$ cat src/rtl/regfile_decode_stage.sv
// regfile_decode_stage
//
// Decode-stage register file (x1..x31) with the ID/EX pipeline latch for the
// pipelined RV32I/RV64I core. Two combinational read ports feed decode, one
// writeback port updates the file each cycle, and the decode operands are
// registered into execute under stall/flush control. A load-use hazard flag
// compares the instruction in execute against the one in decode.
//
// Optional feature macro:
//   REGFILE_BYPASS_EN - when defined, a writeback presented this cycle is
//                       forwarded onto Rd1/Rd2 (and so into Rd1E/Rd2E).
//                       When undefined, reads show pre-write contents.
//
// Parameters:
//   XLEN  register width (32 or 64)
//   NREG  architectural register count (address width = log2(NREG))
//
// Ports:
//   clk, reset             clock; asynchronous active-high reset
//   Rs1D, Rs2D, RdD        decode source/destination addresses
//   ValidD, MemReadD       decode slot valid / decode instruction is a load
//   WE3, A3, WD3           writeback enable, address, data
//   StallD, FlushE         hold / bubble the ID/EX latch (flush wins)
//   Rd1, Rd2               combinational read data for Rs1D/Rs2D
//   Rd1E, Rd2E             latched operands
//   Rs1E, Rs2E, RdE        latched addresses for the forwarding unit
//   ValidE, MemReadE       latched control
//   LoadUseHazard          load in execute feeds a source in decode

module regfile_decode_stage #(
    parameter  int XLEN = 32,
    parameter  int NREG = 32,
    localparam int AW   = $clog2(NREG)
) (
    input  logic            clk,
    input  logic            reset,
    input  logic [AW-1:0]   Rs1D,
    input  logic [AW-1:0]   Rs2D,
    input  logic [AW-1:0]   RdD,
    input  logic            ValidD,
    input  logic            MemReadD,
    input  logic            WE3,
    input  logic [AW-1:0]   A3,
    input  logic [XLEN-1:0] WD3,
    input  logic            StallD,
    input  logic            FlushE,
    output logic [XLEN-1:0] Rd1,
    output logic [XLEN-1:0] Rd2,
    output logic [XLEN-1:0] Rd1E,
    output logic [XLEN-1:0] Rd2E,
    output logic [AW-1:0]   Rs1E,
    output logic [AW-1:0]   Rs2E,
    output logic [AW-1:0]   RdE,
    output logic            ValidE,
    output logic            MemReadE,
    output logic            LoadUseHazard
);

    // x0 is hardwired to zero, so only x1..x(NREG-1) get storage.
    logic [XLEN-1:0] regs_q [1:NREG-1];
    logic [XLEN-1:0] regs_d [1:NREG-1];

    logic [XLEN-1:0] rd1e_q, rd1e_d;
    logic [XLEN-1:0] rd2e_q, rd2e_d;
    logic [AW-1:0]   rs1e_q, rs1e_d;
    logic [AW-1:0]   rs2e_q, rs2e_d;
    logic [AW-1:0]   rde_q, rde_d;
    logic            valide_q, valide_d;
    logic            memreade_q, memreade_d;

    logic            wr_en;

    assign wr_en = WE3 && (A3 != '0);

    // Writeback into the register file.
    always_comb begin
        regs_d = regs_q;
        if (wr_en) begin
            regs_d[A3] = WD3;
        end
    end

    // Read ports. The array index is only evaluated for nonzero addresses.
    always_comb begin
        Rd1 = (Rs1D == '0) ? '0 : regs_q[Rs1D];
        Rd2 = (Rs2D == '0) ? '0 : regs_q[Rs2D];
`ifdef REGFILE_BYPASS_EN
        // wr_en already excludes x0, so a match implies a nonzero source.
        if (wr_en && (A3 == Rs1D)) begin
            Rd1 = WD3;
        end
        if (wr_en && (A3 == Rs2D)) begin
            Rd2 = WD3;
        end
`endif
    end

    // ID/EX latch next state: flush beats stall, stall beats capture.
    always_comb begin
        rd1e_d     = rd1e_q;
        rd2e_d     = rd2e_q;
        rs1e_d     = rs1e_q;
        rs2e_d     = rs2e_q;
        rde_d      = rde_q;
        valide_d   = valide_q;
        memreade_d = memreade_q;
        if (FlushE) begin
            rd1e_d     = '0;
            rd2e_d     = '0;
            rs1e_d     = '0;
            rs2e_d     = '0;
            rde_d      = '0;
            valide_d   = 1'b0;
            memreade_d = 1'b0;
        end else if (!StallD) begin
            rd1e_d     = Rd1;
            rd2e_d     = Rd2;
            rs1e_d     = Rs1D;
            rs2e_d     = Rs2D;
            rde_d      = RdD;
            valide_d   = ValidD;
            memreade_d = MemReadD;
        end
    end

    always_ff @(posedge clk or posedge reset) begin
        if (reset) begin
            for (int i = 1; i < NREG; i++) begin
                regs_q[i] <= '0;
            end
            rd1e_q     <= '0;
            rd2e_q     <= '0;
            rs1e_q     <= '0;
            rs2e_q     <= '0;
            rde_q      <= '0;
            valide_q   <= 1'b0;
            memreade_q <= 1'b0;
        end else begin
            regs_q     <= regs_d;
            rd1e_q     <= rd1e_d;
            rd2e_q     <= rd2e_d;
            rs1e_q     <= rs1e_d;
            rs2e_q     <= rs2e_d;
            rde_q      <= rde_d;
            valide_q   <= valide_d;
            memreade_q <= memreade_d;
        end
    end

    assign Rd1E     = rd1e_q;
    assign Rd2E     = rd2e_q;
    assign Rs1E     = rs1e_q;
    assign Rs2E     = rs2e_q;
    assign RdE      = rde_q;
    assign ValidE   = valide_q;
    assign MemReadE = memreade_q;

    // A load in execute whose destination is a live source of decode. x0 as
    // destination never creates a dependency.
    assign LoadUseHazard = valide_q && memreade_q && (rde_q != '0) && ValidD &&
                           ((rde_q == Rs1D) || (rde_q == Rs2D));

endmodule

$ cat config.mk
export PLATFORM = sky130hd
export DESIGN_NAME = regfile_decode_stage
export DESIGN_NICKNAME = d
export VERILOG_FILES = /design/src/rtl/regfile_decode_stage.sv
export SDC_FILE = /design/constraint.sdc
export NUM_CORES = 2
export LEC_CHECK = 0
export CAP_MARGIN = 20
export CELL_PAD_IN_SITES_DETAIL_PLACEMENT = 1
export CELL_PAD_IN_SITES_GLOBAL_PLACEMENT = 1
export CORE_UTILIZATION = 40
export CTS_CLUSTER_SIZE = 12
export DETAILED_ROUTE_END_ITERATION = 8
export DONT_BUFFER_PORTS = 1
export PLACE_DENSITY = 0.59
export REMOVE_ABC_BUFFERS = 1
export SKIP_CTS_REPAIR_TIMING = 1
export SLEW_MARGIN = 20
export SYNTH_ARGS = -nofsm -noshare
export SYNTH_HDL_FRONTEND = slang
export SYNTH_SLANG_ARGS = --single-unit
export TNS_END_PERCENT = 50
$ cat constraint.sdc
create_clock -name clk -period 51 [get_ports clk]
set_clock_uncertainty 0.15 [all_clocks]
set_input_delay 5.1 -clock clk [delete_from_list [all_inputs] [get_ports clk]]
set_output_delay 5.1 -clock clk [all_outputs]
set_load 0.01 [all_outputs]
==> reports/results.ini <==
[place]
routabilityCongestion=0.785
dp_hpwl_um=110000
portBuffers=0
post-place-ws_ns=38.07
placed_cells=5864

[layout]
finalNetCount=4181
final_cell_mix=dfrtp_1 (1073), mux2_2 (709), mux2i_1 (604)
synthToLayoutAreaGrowth_pct=9.68
final_cells=6093
layout_commonest_cell=dfrtp_1
drive_above_1_share_pct=29.3
num_antenna_cells=0
nFillCells=14200

[die]
start_util_pct=40.6
ioPinCount=205
core_um2=140000
die_height_um=379
rows=137
die-area_um2=144000
die_w_um=379

[power]
p_per_area_nw_per_um2=40.4
leakagePower_nw=27.7
internal_power_mw=1.82
power_frac_comb_pct=17.3
switching_share_pct=27.8
switchingPower_mw=0.700
max-vdd-ir-drop_mv=0.0284
p_clk_share_pct=37.6
p_seq_share_pct=45.1

[synthesis]
synth_top_area_share_pct=47.2
synth_top_area_cell=dfrtp_1
syn_area_per_cell_um2=13.1
syn_area_um2=56900
async_flop_share_pct=100
ys_warn_count=0
synth_edf_count=0
synth-seq-cells=1073
ys_seq_area_share_pct=47.2
synth_ff_type=dfrtp_1
yosys-top-cells-area=dfrtp_1 (47%), mux2_2 (14%), mux2i_1 (11%)
synth_cells=4352
synthDistinctLibCells=56

[timing]
post-route-period-util_pct=26.1
setup_tns_ns=0
tightest_slew_ns=1.60
postLayoutSetupSlackWorst_ns=37.67
setup_violations=0
max_freq_mhz=75.0
rsz0062_at_grt=no
slew_headroom_pct=-6.74
finalMaxSlewViolations=52
hold_viol=0
period_needed_ns=13.33

[critical_path]
crit_path_frequent_cell=and2_1
cp_max_fo=370
worstPathCellList=and2_1 -> buf_4 -> a2111oi_0 -> nor2_1 -> and2_1
cpPeakStageDelay_ns=0.87
cp_slowest_cell=a2111oi_0
cp.arrival_ns=8.08
worstSetupStartpointType=primary input
critPathRequiredTime_ns=45.75
end_kind=output port
critPathKind=in2out

[drt]
avgViaCountPerCell=6.26
drc=0
routed_wl_um=203000
routedWlPerCell_um=33.3
dr.pass1.iters=5
drt_iter0_markers=2746
vias=38200
drtAntennaViolNets=0

[clock_network]
clkTransAtPathRegs_ns=0.05
insertion_delay_ns=0.79
root_buffer=clkbuf_16
clkSinkCount=1073
cts_buffers=131
cts_tree=done
cts_buffer_depth=3
h-tree-depth=4

[grt]
grt-ovfl-total=0
antenna_found_initial=3
grt_pass1_wl_um=297000
grt.total_usage_pct=28.4
grt_pass1_vias=40600
grt_max_degree=371

[status]
outcome=finished with violations
violations=max-slew violations

[run]
maxCapViolCount=0

[hold_path]
holdCritPathClass=reg2reg

layer usage:
layer / GRT usage, % / vias to the layer above / part of all wire, %
li1: - / 15900 / -
met1: 38.9 / 20900 / 44
met2: 46.6 / 973 / 48
met3: 4.10 / 317 / 4.4
met4: 8.55 / 0 / 2.8
met5: 0 / - / 0
power by group through the flow:
stage               sequential (mW)  combinational (mW)  clock (mW)
finish                         1.14               0.435       0.946
global route                   1.16               0.470       0.994
CTS                            1.13               0.436       0.964
detailed placement             1.15               0.433           0
global placement               1.14               0.424           0
floorplan                      1.11               0.341           0
cell usage after synthesis (7+ instances only):
master and instances:
a2111oi_0 22, a211o_1 8, a211oi_1 8, a21oi_1 80, a221oi_1 12, a22o_1 14, a22oi_1 70, a31oi_1 10
a32o_1 50, and2_1 57, and3_1 17, buf_1 67, buf_2 97, buf_4 33, buf_6 9, clkbuf_1 228
dfrtp_1 1073, mux2_1 314, mux2_2 709, mux2i_1 604, mux4_2 187, nand2_1 108, nand2b_1 11, nand3_1 7
nor2_1 147, nor2b_1 9, nor3_1 13, nor4_2 11, o21a_1 9, o21ai_1 50, o22ai_1 235, o2bb2ai_1 31
logic make-up after synthesis:
group,Yosys count,synth area share (%)
mux,1814,38.3
buf+inv,440,3.51
flops,1073,47.2
compound gates,609,7.35
xor+xnor,10,0.154
simple gates,406,3.47
sequential cells by signal, indices dropped and copies added, names as in the netlist:
register  count
Rd1E         32
MemReadE      1
regs_q      992
Rs1E          5
RdE           5
Rs2E          5
ValidE        1
Rd2E         32
layout make-up:
type                            count  area, um2  share of cell area (%)
Tap cell                         1876       2350                    3.76
Sequential cell                  1073      26900                    43.0
Clock buffer                      197       3920                    6.28
Inverter                            4       27.5                  0.0441
Clock inverter                     31        375                   0.602
Multi-Input combinational cell   2839      28300                    45.3
Timing Repair Buffer               73        581                   0.931
worst max-delay path, delay by kind of cell:
kind / cells / cell delay (ns)
buffers and inverters: 1 / 0.27
AND/OR/NAND/NOR: 3 / 1.06
AO/OA/AOI/OAI: 1 / 0.87
final timing paths:
path / endpoint / depth (start not counted) / slack, ns / start
worst min register to register: regs_q[370]$_DFFE_PP0P_ / 1 / 0.35 / regs_q[370]$_DFFE_PP0P_
worst max-delay path: Rd1[5] / 5 / 37.67 / Rs1D[0]
worst min-delay path: regs_q[370]$_DFFE_PP0P_ / 1 / 0.35 / regs_q[370]$_DFFE_PP0P_
worst max register to register: Rd1E[0]$_DFFE_PP0P_ / 5 / 48.56 / regs_q[800]$_DFFE_PP0P_
max in group asynchronous: regs_q[288]$_DFFE_PP0P_ / 5 / 42.41 / reset
min in group asynchronous: regs_q[402]$_DFFE_PP0P_ / 1 / 4.16 / reset
per-stage QoR:
step	instance area, um2	hold slack (ns)	util [%]	power (mW)
floorplan	54900	0.320	-	1.45
global placement	58000	0.333	41.4	1.56
detailed placement	58000	0.346	41.4	1.58
CTS	62300	0.357	44.5	2.53
global route	62400	0.377	44.5	2.62
finish	62400	0.355	44.5	2.52
No activity file was read; power rests on OpenSTA's default activity.
